==> src/rtl/ssram_stream_reader.sv <==
// Streams a contiguous, wrapping range of SRAM words out as a valid/ready stream.
// A 2-entry FIFO absorbs the one-cycle read latency, and a credit check on issue keeps it full-rate.
module ssram_stream_reader #(
  parameter int unsigned Bitwidth    = 32,
  parameter int unsigned NrOfEntries = 512,
  localparam int unsigned AddrW      = $clog2(NrOfEntries),
  localparam int unsigned LenW       = AddrW + 1
) (
  input  logic                clock_i,
  input  logic                n_reset_i,
  input  logic                start_i,
  input  logic [AddrW-1:0]    start_address_i,
  input  logic [LenW-1:0]     length_i,
  output logic                busy_o,
  output logic                done_o,
  output logic [AddrW-1:0]    mem_address_o,
  output logic                mem_write_enable_o,
  input  logic [Bitwidth-1:0] mem_data_i,
  output logic [Bitwidth-1:0] stream_data_o,
  output logic                stream_valid_o,
  input  logic                stream_ready_i,
  output logic                stream_last_o
);

  typedef enum logic [0:0] {StIdle, StRun} state_e;

  state_e              state_q;
  logic [AddrW-1:0]    addr_q, addr_d;
  logic [LenW-1:0]     remaining_q;
  logic                in_flight_q, in_flight_last_q;
  logic [Bitwidth-1:0] fifo_data_q [2];
  logic [1:0]          fifo_last_q;
  logic                rd_ptr_q, wr_ptr_q;
  logic [1:0]          count_q;
  logic                done_q;

  logic       pop, push, issue, finish, head_last;
  logic [2:0] occupancy;

  always_comb begin
    pop       = (count_q != 2'd0) & stream_ready_i;
    push      = in_flight_q;
    head_last = fifo_last_q[rd_ptr_q];
    // Words buffered or in flight after this edge's pop; issue only if a slot stays free.
    occupancy = 3'(count_q) + 3'(in_flight_q) - 3'(pop);
    issue     = (state_q == StRun) && (remaining_q != '0) && (occupancy < 3'd2);
    // Second term only fires for a zero-length transfer.
    finish    = (state_q == StRun) &&
                ((pop && head_last) ||
                 ((remaining_q == '0) && (count_q == 2'd0) && !in_flight_q));
    addr_d    = (addr_q == AddrW'(NrOfEntries - 1)) ? '0 : addr_q + AddrW'(1);
  end

  always_ff @(posedge clock_i or negedge n_reset_i) begin
    if (!n_reset_i) begin
      state_q          <= StIdle;
      addr_q           <= '0;
      remaining_q      <= '0;
      in_flight_q      <= 1'b0;
      in_flight_last_q <= 1'b0;
      fifo_data_q[0]   <= '0;
      fifo_data_q[1]   <= '0;
      fifo_last_q      <= '0;
      rd_ptr_q         <= 1'b0;
      wr_ptr_q         <= 1'b0;
      count_q          <= '0;
      done_q           <= 1'b0;
    end else begin
      done_q      <= 1'b0;
      in_flight_q <= issue;
      if (issue) begin
        in_flight_last_q <= (remaining_q == LenW'(1));
      end
      if (push) begin
        fifo_data_q[wr_ptr_q] <= mem_data_i;
        fifo_last_q[wr_ptr_q] <= in_flight_last_q;
        wr_ptr_q              <= ~wr_ptr_q;
      end
      if (pop) begin
        rd_ptr_q <= ~rd_ptr_q;
      end
      count_q <= count_q + 2'(push) - 2'(pop);
      unique case (state_q)
        StIdle: begin
          if (start_i) begin
            state_q     <= StRun;
            addr_q      <= start_address_i;
            remaining_q <= length_i;
          end
        end
        StRun: begin
          if (issue) begin
            addr_q      <= addr_d;
            remaining_q <= remaining_q - LenW'(1);
          end
          if (finish) begin
            state_q <= StIdle;
            done_q  <= 1'b1;
          end
        end
        default: state_q <= StIdle;
      endcase
    end
  end

  always_comb begin
    busy_o             = (state_q == StRun);
    done_o             = done_q;
    mem_address_o      = addr_q;
    mem_write_enable_o = 1'b0;
    stream_valid_o     = (count_q != 2'd0);
    stream_data_o      = fifo_data_q[rd_ptr_q];
    stream_last_o      = stream_valid_o & head_last;
  end

  fifo_no_overflow_a : assert property (@(posedge clock_i) disable iff (!n_reset_i)
    !(push && !pop && (count_q == 2'd2)));

endmodule
==> config.mk <==
export PLATFORM = sky130hd
export DESIGN_NAME = ssram_stream_reader
export DESIGN_NICKNAME = d
export VERILOG_FILES = /design/src/rtl/ssram_stream_reader.sv
export SDC_FILE = /design/constraint.sdc
export NUM_CORES = 1
export LEC_CHECK = 0
export ABC_AREA = 0
export CAP_MARGIN = 20
export CELL_PAD_IN_SITES_DETAIL_PLACEMENT = 0
export CELL_PAD_IN_SITES_GLOBAL_PLACEMENT = 1
export CORE_MARGIN = 5
export CORE_UTILIZATION = 36
export CTS_CLUSTER_SIZE = 25
export DETAILED_ROUTE_END_ITERATION = 16
export PLACE_DENSITY = 0.76
export SETUP_SLACK_MARGIN = 0.1
export SYNTH_ARGS = -nofsm -noshare
export SYNTH_HDL_FRONTEND = slang
export SYNTH_SLANG_ARGS = --single-unit
==> constraint.sdc <==
create_clock -name clock_i -period 2.7 [get_ports clock_i]
set_input_delay 0.54 -clock clock_i [delete_from_list [all_inputs] [get_ports clock_i]]
set_output_delay 0.54 -clock clock_i [all_outputs]
set_load 0.005 [all_outputs]
==> metrics.yaml, run 1 <==
yosys:
  ys_async_sr_fraction_pct: 100.0
  synth_cell_types: 56
  netlist_area_um2: 4527
  synth_xor_area_share_pct: 0.7739
  synth_compound_area_share_pct: 7.490
  synth_top_family_by_area: "multiplexers"
  yosysSeqAreaShare_pct: 51.41
  syn_nets: 416
  synth_edf_count: 0
  syn_avg_cell_area_um2: 12.82
  yosys-mux-area-fraction_pct: 26.26
  synth-simple-area-share_pct: 9.259
  ys_ff_latch: 93
  synth-main-ff-cell: "dfrtp_1"
  yosysWarnings: 0
  synth_fa_ha_area_share_pct: 2.377
  syn-instance-count: 353
clock_tree:
  htree_levels: 3
  cts_tree: "done"
  clockRootBuffer: "clkbuf_16"
  clkTransAtPathRegs_ps: 70
  numCtsBuffers: 9
  postCtsHoldBufs: 0
  clock_sinks: 93
  cts.path.max_buffers: 2
  clock_latency_ps: 340
placement:
  numPortBuffers: 99
  place_area_um2: 5848
  dp_hpwl_um: 7724
  place.gp.congestion: 0.8643
setup_path:
  worst-path-buf-inv: 2
  startpoint: "count_q[1]$_DFF_PN0_"
  reg2reg_depth: 11
  start_kind: "register"
  path_max_fanout: 5
  crit_type: "reg2reg"
  cp_top_family: "adder cells"
  rrSetupSlack_ps: 90
  cp_cell_sequence: "or2_4 -> nand2_2 -> inv_2 -> ha_4 -> inv_2 -> ha_4 -> fa_2 -> nor2b_4 -> a21oi_4 -> nor2_4 -> mux2_4"
  r2r-end: "mem_address_o[1]$_DFFE_PN0P_"
  worstPathRequired_ps: 2920
  cp_slowest_stage_delay_ps: 460
  cp-end-kind: "register"
  crit_slowest_cell: "fa_2"
  cp.arrival_ps: 2830
  r2r-start: "count_q[1]$_DFF_PN0_"
cells_and_area:
  fin_nets: 541
  syn2layout_area_growth_pct: 41.16
  post-route-util_pct: 51.26
  final_layout_size_suffix_gt1_share_pct: 37.06
  antenna_cells: 0
  fin_area_um2: 6390
route:
  final_antenna_net_count: 0
  drt-vias-per-instance: 5.063
  totalWireLength_um: 11250
  drc_errors: 0
  firstDrtPassIters: 4
  drtIter0Drc: 204
  wire_per_inst_um: 17.17
  num_vias: 3316
sta:
  fin_crit_sh_pct: 96.52
  rsz0062_at_grt: "yes"
  setup_violations: 0
  layout_min_cycle_time_ps: 2606
  tightest_slew_ps: 726.3
  maxSlewHeadroom_pct: 51.48
  skew_ps: 7.501
  drv_slew: 0
  max_freq_mhz: 383.7
  hold_viol_final: 0
  fin_hold_ws_ps: 209.0
global_routing:
  grt_max_degree: 48
  antenna_found_initial: 0
  grt_pass1_wl_um: 18040
  grt_pass1_vias: 3548
  track_usage_pct: 15.44
  grt.overflow.total: 0
floorplanning:
  die-area_um2: 14920
  rows: 41
  die_w_um: 122.1
  fp.dieH_um: 122.1
  pin_count: 101
  start_util_pct: 36.31
  core_um2: 12470
power_and_ir_drop:
  p_leak_nw: 2.643
  power_density_nw_per_um2: 1307
  vdd_drop_max_mv: 0.7611
job:
  drv_cap: 0
min_path:
  worstHoldPathType: "in2async"
outcome:
  run_status: "finished clean"
[cells by family after synthesis]
logic type	after synthesis
other cells	1
xor+xnor	4
flops	93
fa+ha+maj	8
compound gates	47
simple gates	68
mux	106
buf+inv	26
[repair_timing]
item / in CTS / in global routing
setup endpoints to repair: 20 / 21
resized for setup: 8 / 16
pin swaps: 9 / 8
buffers inserted: 14 / 2
cloned: 0 / 0
[registers in the layout (all words and copies together) (netlist names)]
| signal | count |
|---|---|
| wr_ptr_q | 1 |
| in_flight_last_q | 1 |
| in_flight_q | 1 |
| busy_o | 1 |
| mem_address_o | 9 |
| done_o | 1 |
| fifo_data_q | 64 |
| count_q | 2 |
| remaining_q | 10 |
| fifo_last_q | 2 |
| rd_ptr_q | 1 |
[power breakdown]
group | total, W | internal [W] | switching, W
clock | 0.00132 | 0.000793 | 0.000527
combinational | 0.00453 | 0.00270 | 0.00183
sequential | 0.00250 | 0.00206 | 0.000440
[Yosys cell counts (all sizes together), types with 4 or more instances]
| cell type | number | share of area [%] |
|---|---|---|
| clkbuf | 6 | 0.50 |
| o21ai | 12 | 1.3 |
| mux2 | 102 | 25 |
| a21oi | 8 | 0.97 |
| inv | 10 | 0.83 |
| mux2i | 4 | 0.88 |
| nand3 | 5 | 0.55 |
| nand3b | 4 | 0.66 |
| nand2 | 12 | 0.99 |
| buf | 9 | 0.94 |
| nor2 | 11 | 1.1 |
| dfrtp | 93 | 51 |
| ha | 7 | 1.9 |
| and3 | 6 | 0.83 |
| nor4 | 5 | 1.4 |
| nand2b | 4 | 0.55 |
[per-stage QoR]
stage                     TNS [ps]  worst slack (ps)  instances  power, W
after global routing        -7.219            -4.142        655  0.008911
after global placement       -6008            -403.8        624  0.006577
final                            0             94.01        655  0.008353
after floorplan                  0             42.34        353  0.004929
after CTS                        0             105.6        654  0.008210
after detailed placement     -6691            -449.1        624  0.006679
[cell usage in the layout (no fill, tap or decap), types with 2 or more instances in the layout]
| cell type | n |
|---|---|
| nor2b_4 | 2 |
| nand3b_1 | 4 |
| a32o_1 | 2 |
| nand4_1 | 3 |
| o31ai_2 | 3 |
| o211ai_1 | 3 |
| mux2i_1 | 4 |
| mux2_2 | 99 |
| dfrtp_1 | 93 |
| and3_1 | 6 |
| nor2_1 | 9 |
| or4_1 | 2 |
| o221a_2 | 3 |
| nand2_2 | 2 |
| nor4_4 | 2 |
| nand3_1 | 4 |
| a21oi_1 | 6 |
| inv_2 | 2 |
| a22o_1 | 2 |
| nand2b_1 | 3 |
| ha_4 | 2 |
| mux2_4 | 3 |
| o21ai_1 | 3 |
| nor3b_1 | 2 |
| o21ai_0 | 8 |
| nor2_4 | 2 |
| a31oi_1 | 2 |
| buf_4 | 29 |
| clkdlybuf4s50_1 | 97 |
| and2_1 | 2 |
| nor3_1 | 2 |
| nor4_1 | 3 |
| nand2_1 | 10 |
| inv_1 | 8 |
| ha_1 | 5 |
| clkbuf_8 | 3 |
| clkbuf_16 | 9 |
[layer usage]
| metal | vias to the layer above | GRT usage [%] | wire length [µm] |
|---|---|---|---|
| li1 | 1547 | - | - |
| met1 | 1648 | 20.07 | 4800 |
| met2 | 109 | 25.45 | 5508 |
| met3 | 12 | 3.343 | 773 |
| met4 | 0 | 5.598 | 166 |
| met5 | - | 0 | 0 |
[how the worst max path moves through the flow]
stage / end / slack (ps) / depth (start not counted)
floorplan: mem_address_o[0]$_DFFE_PN0P_ / 40 / 11
global placement: remaining_q[6]$_DFFE_PN0P_ / -400 / 11
detailed placement: remaining_q[6]$_DFFE_PN0P_ / -450 / 11
CTS: mem_address_o[1]$_DFFE_PN0P_ / 110 / 11
global route: mem_address_o[1]$_DFFE_PN0P_ / -4 / 11
finish: mem_address_o[1]$_DFFE_PN0P_ / 90 / 11
[cell type report]
type / count / area (µm²)
clock inverter: 3 / 42.54
timing repair buffer: 129 / 1229
tap: 172 / 215.2
sequential: 93 / 2327
clock buffer: 13 / 270.3
multi-input combinational: 234 / 2265
inverter: 11 / 41.29
fill: 1107 / 6076
(Power assumes the default switching activity.)
==> run 2: changes to the inputs <==
--- a/config.mk
+++ b/config.mk
@@ -6,6 +6,7 @@
 export NUM_CORES = 1
 export LEC_CHECK = 0
 export ABC_AREA = 0
+export ABC_CLOCK_PERIOD_IN_PS = 2700
 export CAP_MARGIN = 20
 export CELL_PAD_IN_SITES_DETAIL_PLACEMENT = 0
 export CELL_PAD_IN_SITES_GLOBAL_PLACEMENT = 1
@@ -13,8 +14,9 @@
 export CORE_UTILIZATION = 36
 export CTS_CLUSTER_SIZE = 25
 export DETAILED_ROUTE_END_ITERATION = 16
-export PLACE_DENSITY = 0.76
+export PLACE_DENSITY_LB_ADDON = 0.15
 export SETUP_SLACK_MARGIN = 0.1
+export SLEW_MARGIN = 20
 export SYNTH_ARGS = -nofsm -noshare
 export SYNTH_HDL_FRONTEND = slang
 export SYNTH_SLANG_ARGS = --single-unit
==> metrics.yaml, run 2 (synthesis results as in run 1) <==
cells_and_area:
  fin_area_um2: 6335  # -0.86%
  syn2layout_area_growth_pct: 39.94
  final_cells: 647  # -1.2%
  fin_nets: 533  # -1.5%
  antenna_cells: 0  # unchanged
  top_register: "fifo_data_q"
  final_layout_size_suffix_gt1_share_pct: 35.58  # -1.5 points
  layout_common_cells: "mux2_2, clkdlybuf4s50_1, dfrtp_1, buf_4, nand2_1"
  fill_cells: 1150  # +3.9%
  largest_reg_flops: 64  # unchanged
  post-route-util_pct: 50.82  # -0.44 points
  final_common_cell: "mux2_2"
power_and_ir_drop:
  clkPwrFrac_pct: 14.7  # -1.1 points
  switchingPower_w: 0.002809  # +0.45%
  p_sw_share_pct: 33.78  # +0.30 points
  p_leak_nw: 2.609  # -1.3%
  internal-power_w: 0.005506  # -0.90%
  p_seq_share_pct: 30.2  # +0.2 points
  p_comb_share_pct: 55.1  # +0.9 points
  power_density_nw_per_um2: 1313  # +0.42%
  vdd_drop_max_mv: 0.5421  # -29%
placement:
  dp_hpwl_um: 7962  # +3.1%
  place.gp.congestion: 0.7666  # -11%
  place_inst: 629  # +0.80%
  numPortBuffers: 99  # unchanged
  place_area_um2: 5923  # +1.3%
global_routing:
  antenna_found_initial: 0  # unchanged
  grt_max_degree: 37  # -23%
  grt.overflow.total: 0  # unchanged
  track_usage_pct: 15.56  # +0.11 points
  grt_pass1_vias: 3490  # -1.6%
  grt_pass1_wl_um: 17970  # -0.42%
route:
  final_antenna_net_count: 0  # unchanged
  totalWireLength_um: 11050  # -1.8%
  wl_met2_um: 5448  # -1.1%
  drtIter0Drc: 219  # +7.4%
  drc_errors: 0  # unchanged
  met1Wirelength_um: 4924  # +2.6%
  wire_per_inst_um: 17.07  # -0.57%
  wl_met3_um: 546  # -29%
  firstDrtPassIters: 4  # unchanged
  num_vias: 3271  # -1.4%
  drt-vias-per-instance: 5.056  # -0.14%
  highest_layer: "met4"
setup_path:
  crit_path_end: "mem_address_o[1]$_DFFE_PN0P_"
  rrSetupSlack_ps: 80  # about the same
  start_kind: "register"
  cp-end-kind: "register"
  path_max_fanout: 6  # +1
  reg2reg_depth: 11  # unchanged
  r2r-end: "mem_address_o[1]$_DFFE_PN0P_"
  startpoint: "count_q[1]$_DFF_PN0_"
  crit_type: "reg2reg"
  worstPathRequired_ps: 2930  # about the same
  r2r-start: "count_q[1]$_DFF_PN0_"
  cp.arrival_ps: 2840  # about the same
sta:
  hold_viol_final: 0  # unchanged
  maxSlewHeadroom_pct: 55.43  # +3.9 points
  drv_slew: 0  # unchanged
  layout_min_cycle_time_ps: 2619  # +13.00 ps
  setup_violations: 0  # unchanged
  fin_hold_ws_ps: 144.8  # -64.18 ps
  max_freq_mhz: 381.8  # -0.50%
  tightest_slew_ps: 667.2  # -59.08 ps
  tns_ps: 0  # unchanged
  rsz0062_at_grt: "yes"
  fin_crit_sh_pct: 97.00  # +0.48 points
  skew_ps: 7.499  # -0.002330 ps
outcome:
  run_status: "finished clean"
floorplanning:
  start_util_pct: 36.31  # unchanged
  die_w_um: 122.1  # unchanged
  rows: 41  # unchanged
  core_um2: 12470  # unchanged
  die-area_um2: 14920  # unchanged
  pin_count: 101  # unchanged
  fp.dieH_um: 122.1  # unchanged
clock_tree:
  clockRootBuffer: "clkbuf_16"
  clock_latency_ps: 340  # about the same
  cts_tree: "done"
  clkTransAtPathRegs_ps: 70  # about the same
  htree_levels: 3  # unchanged
  cts.path.max_buffers: 2  # unchanged
  clock_sinks: 93  # unchanged
  numCtsBuffers: 9  # unchanged
job:
  drv_cap: 0  # unchanged
min_path:
  worstHoldPathType: "in2async"
[run 2: cell count changes in the layout (fill, tap and decap cells not counted), moves of 2 or more]
| cell | previous run | this run |
|---|---|---|
| clkbuf_8 | 3 | 1 |
| o221a_4 | 0 | 2 |
| buf_12 | 1 | 4 |
| buf_4 | 29 | 17 |
| o221a_2 | 3 | 1 |
[run 2: area by class of cell]
type	instances	area (µm²)	share of cell area [%]
well taps	172	215.2	3.397
multi-input cells	234	2253	35.57
clock buffers	10	239.0	3.772
repair buffers	121	1211	19.12
flip-flops and latches	93	2328	36.76
inverters	11	41.29	0.6518
clock inverters	6	46.29	0.7308
[run 2: critical path: stages, from the launching register on]
cell	delay, ps
dfrtp_1	390
or2_4	260
nand2_2	80
inv_2	40
ha_4	250
inv_2	40
ha_4	140
fa_2	460
nor2b_4	180
a21oi_4	90
nor2_4	250
mux2_4	330
[run 2: worst min path at each step]
| stage | start | end | slack [ps] | cells after the start |
|---|---|---|---|---|
| detailed placement | fifo_data_q[4]$_DFFE_PN0P_ | fifo_data_q[4]$_DFFE_PN0P_ | 490 | 1 |
| finish | n_reset_i | fifo_data_q[24]$_DFFE_PN0P_ | 140 | 1 |
| global placement | fifo_data_q[14]$_DFFE_PN0P_ | fifo_data_q[14]$_DFFE_PN0P_ | 480 | 1 |
| floorplan | n_reset_i | busy_o$_DFF_PN0_ | 240 | 0 |
| global route | n_reset_i | fifo_data_q[56]$_DFFE_PN0P_ | 190 | 1 |
| CTS | n_reset_i | fifo_data_q[24]$_DFFE_PN0P_ | 160 | 1 |
[run 2: power groups by stage]
stage | registers [W] | clock network (W) | logic (W)
2_1_floorplan | 0.00241 | 0 | 0.00252
3_3_place_gp | 0.00250 | 0 | 0.00429
3_5_place_dp | 0.00254 | 0 | 0.00435
4_1_cts | 0.00251 | 0.00126 | 0.00456
5_1_grt | 0.00261 | 0.00132 | 0.00494
6_report | 0.00251 | 0.00122 | 0.00458
[run 2: through the flow]
stage	worst slack, ps	total power, W
finish	81.01	0.008315
global route	-12.91	0.008871
CTS	79.32	0.008338
detailed placement	-357.0	0.006886
global placement	-324.0	0.006790
floorplan	42.34	0.004929
[run 2: per-layer routing]
| metal | global-route usage, % | vias to the layer above |
|---|---|---|
| met5 | 0 | - |
| met4 | 5.598 | 0 |
| met3 | 3.482 | 10 |
| met2 | 25.52 | 84 |
| met1 | 20.27 | 1641 |
| li1 | - | 1536 |
[run 2: repair_timing]
item / CTS / global route
setup buffers: 1 / 1
setup endpoints to repair: 15 / 21
hold buffers: 0 / 0
resized for setup: 12 / 8
pin swaps: 10 / 4
gates cloned: 0 / 0
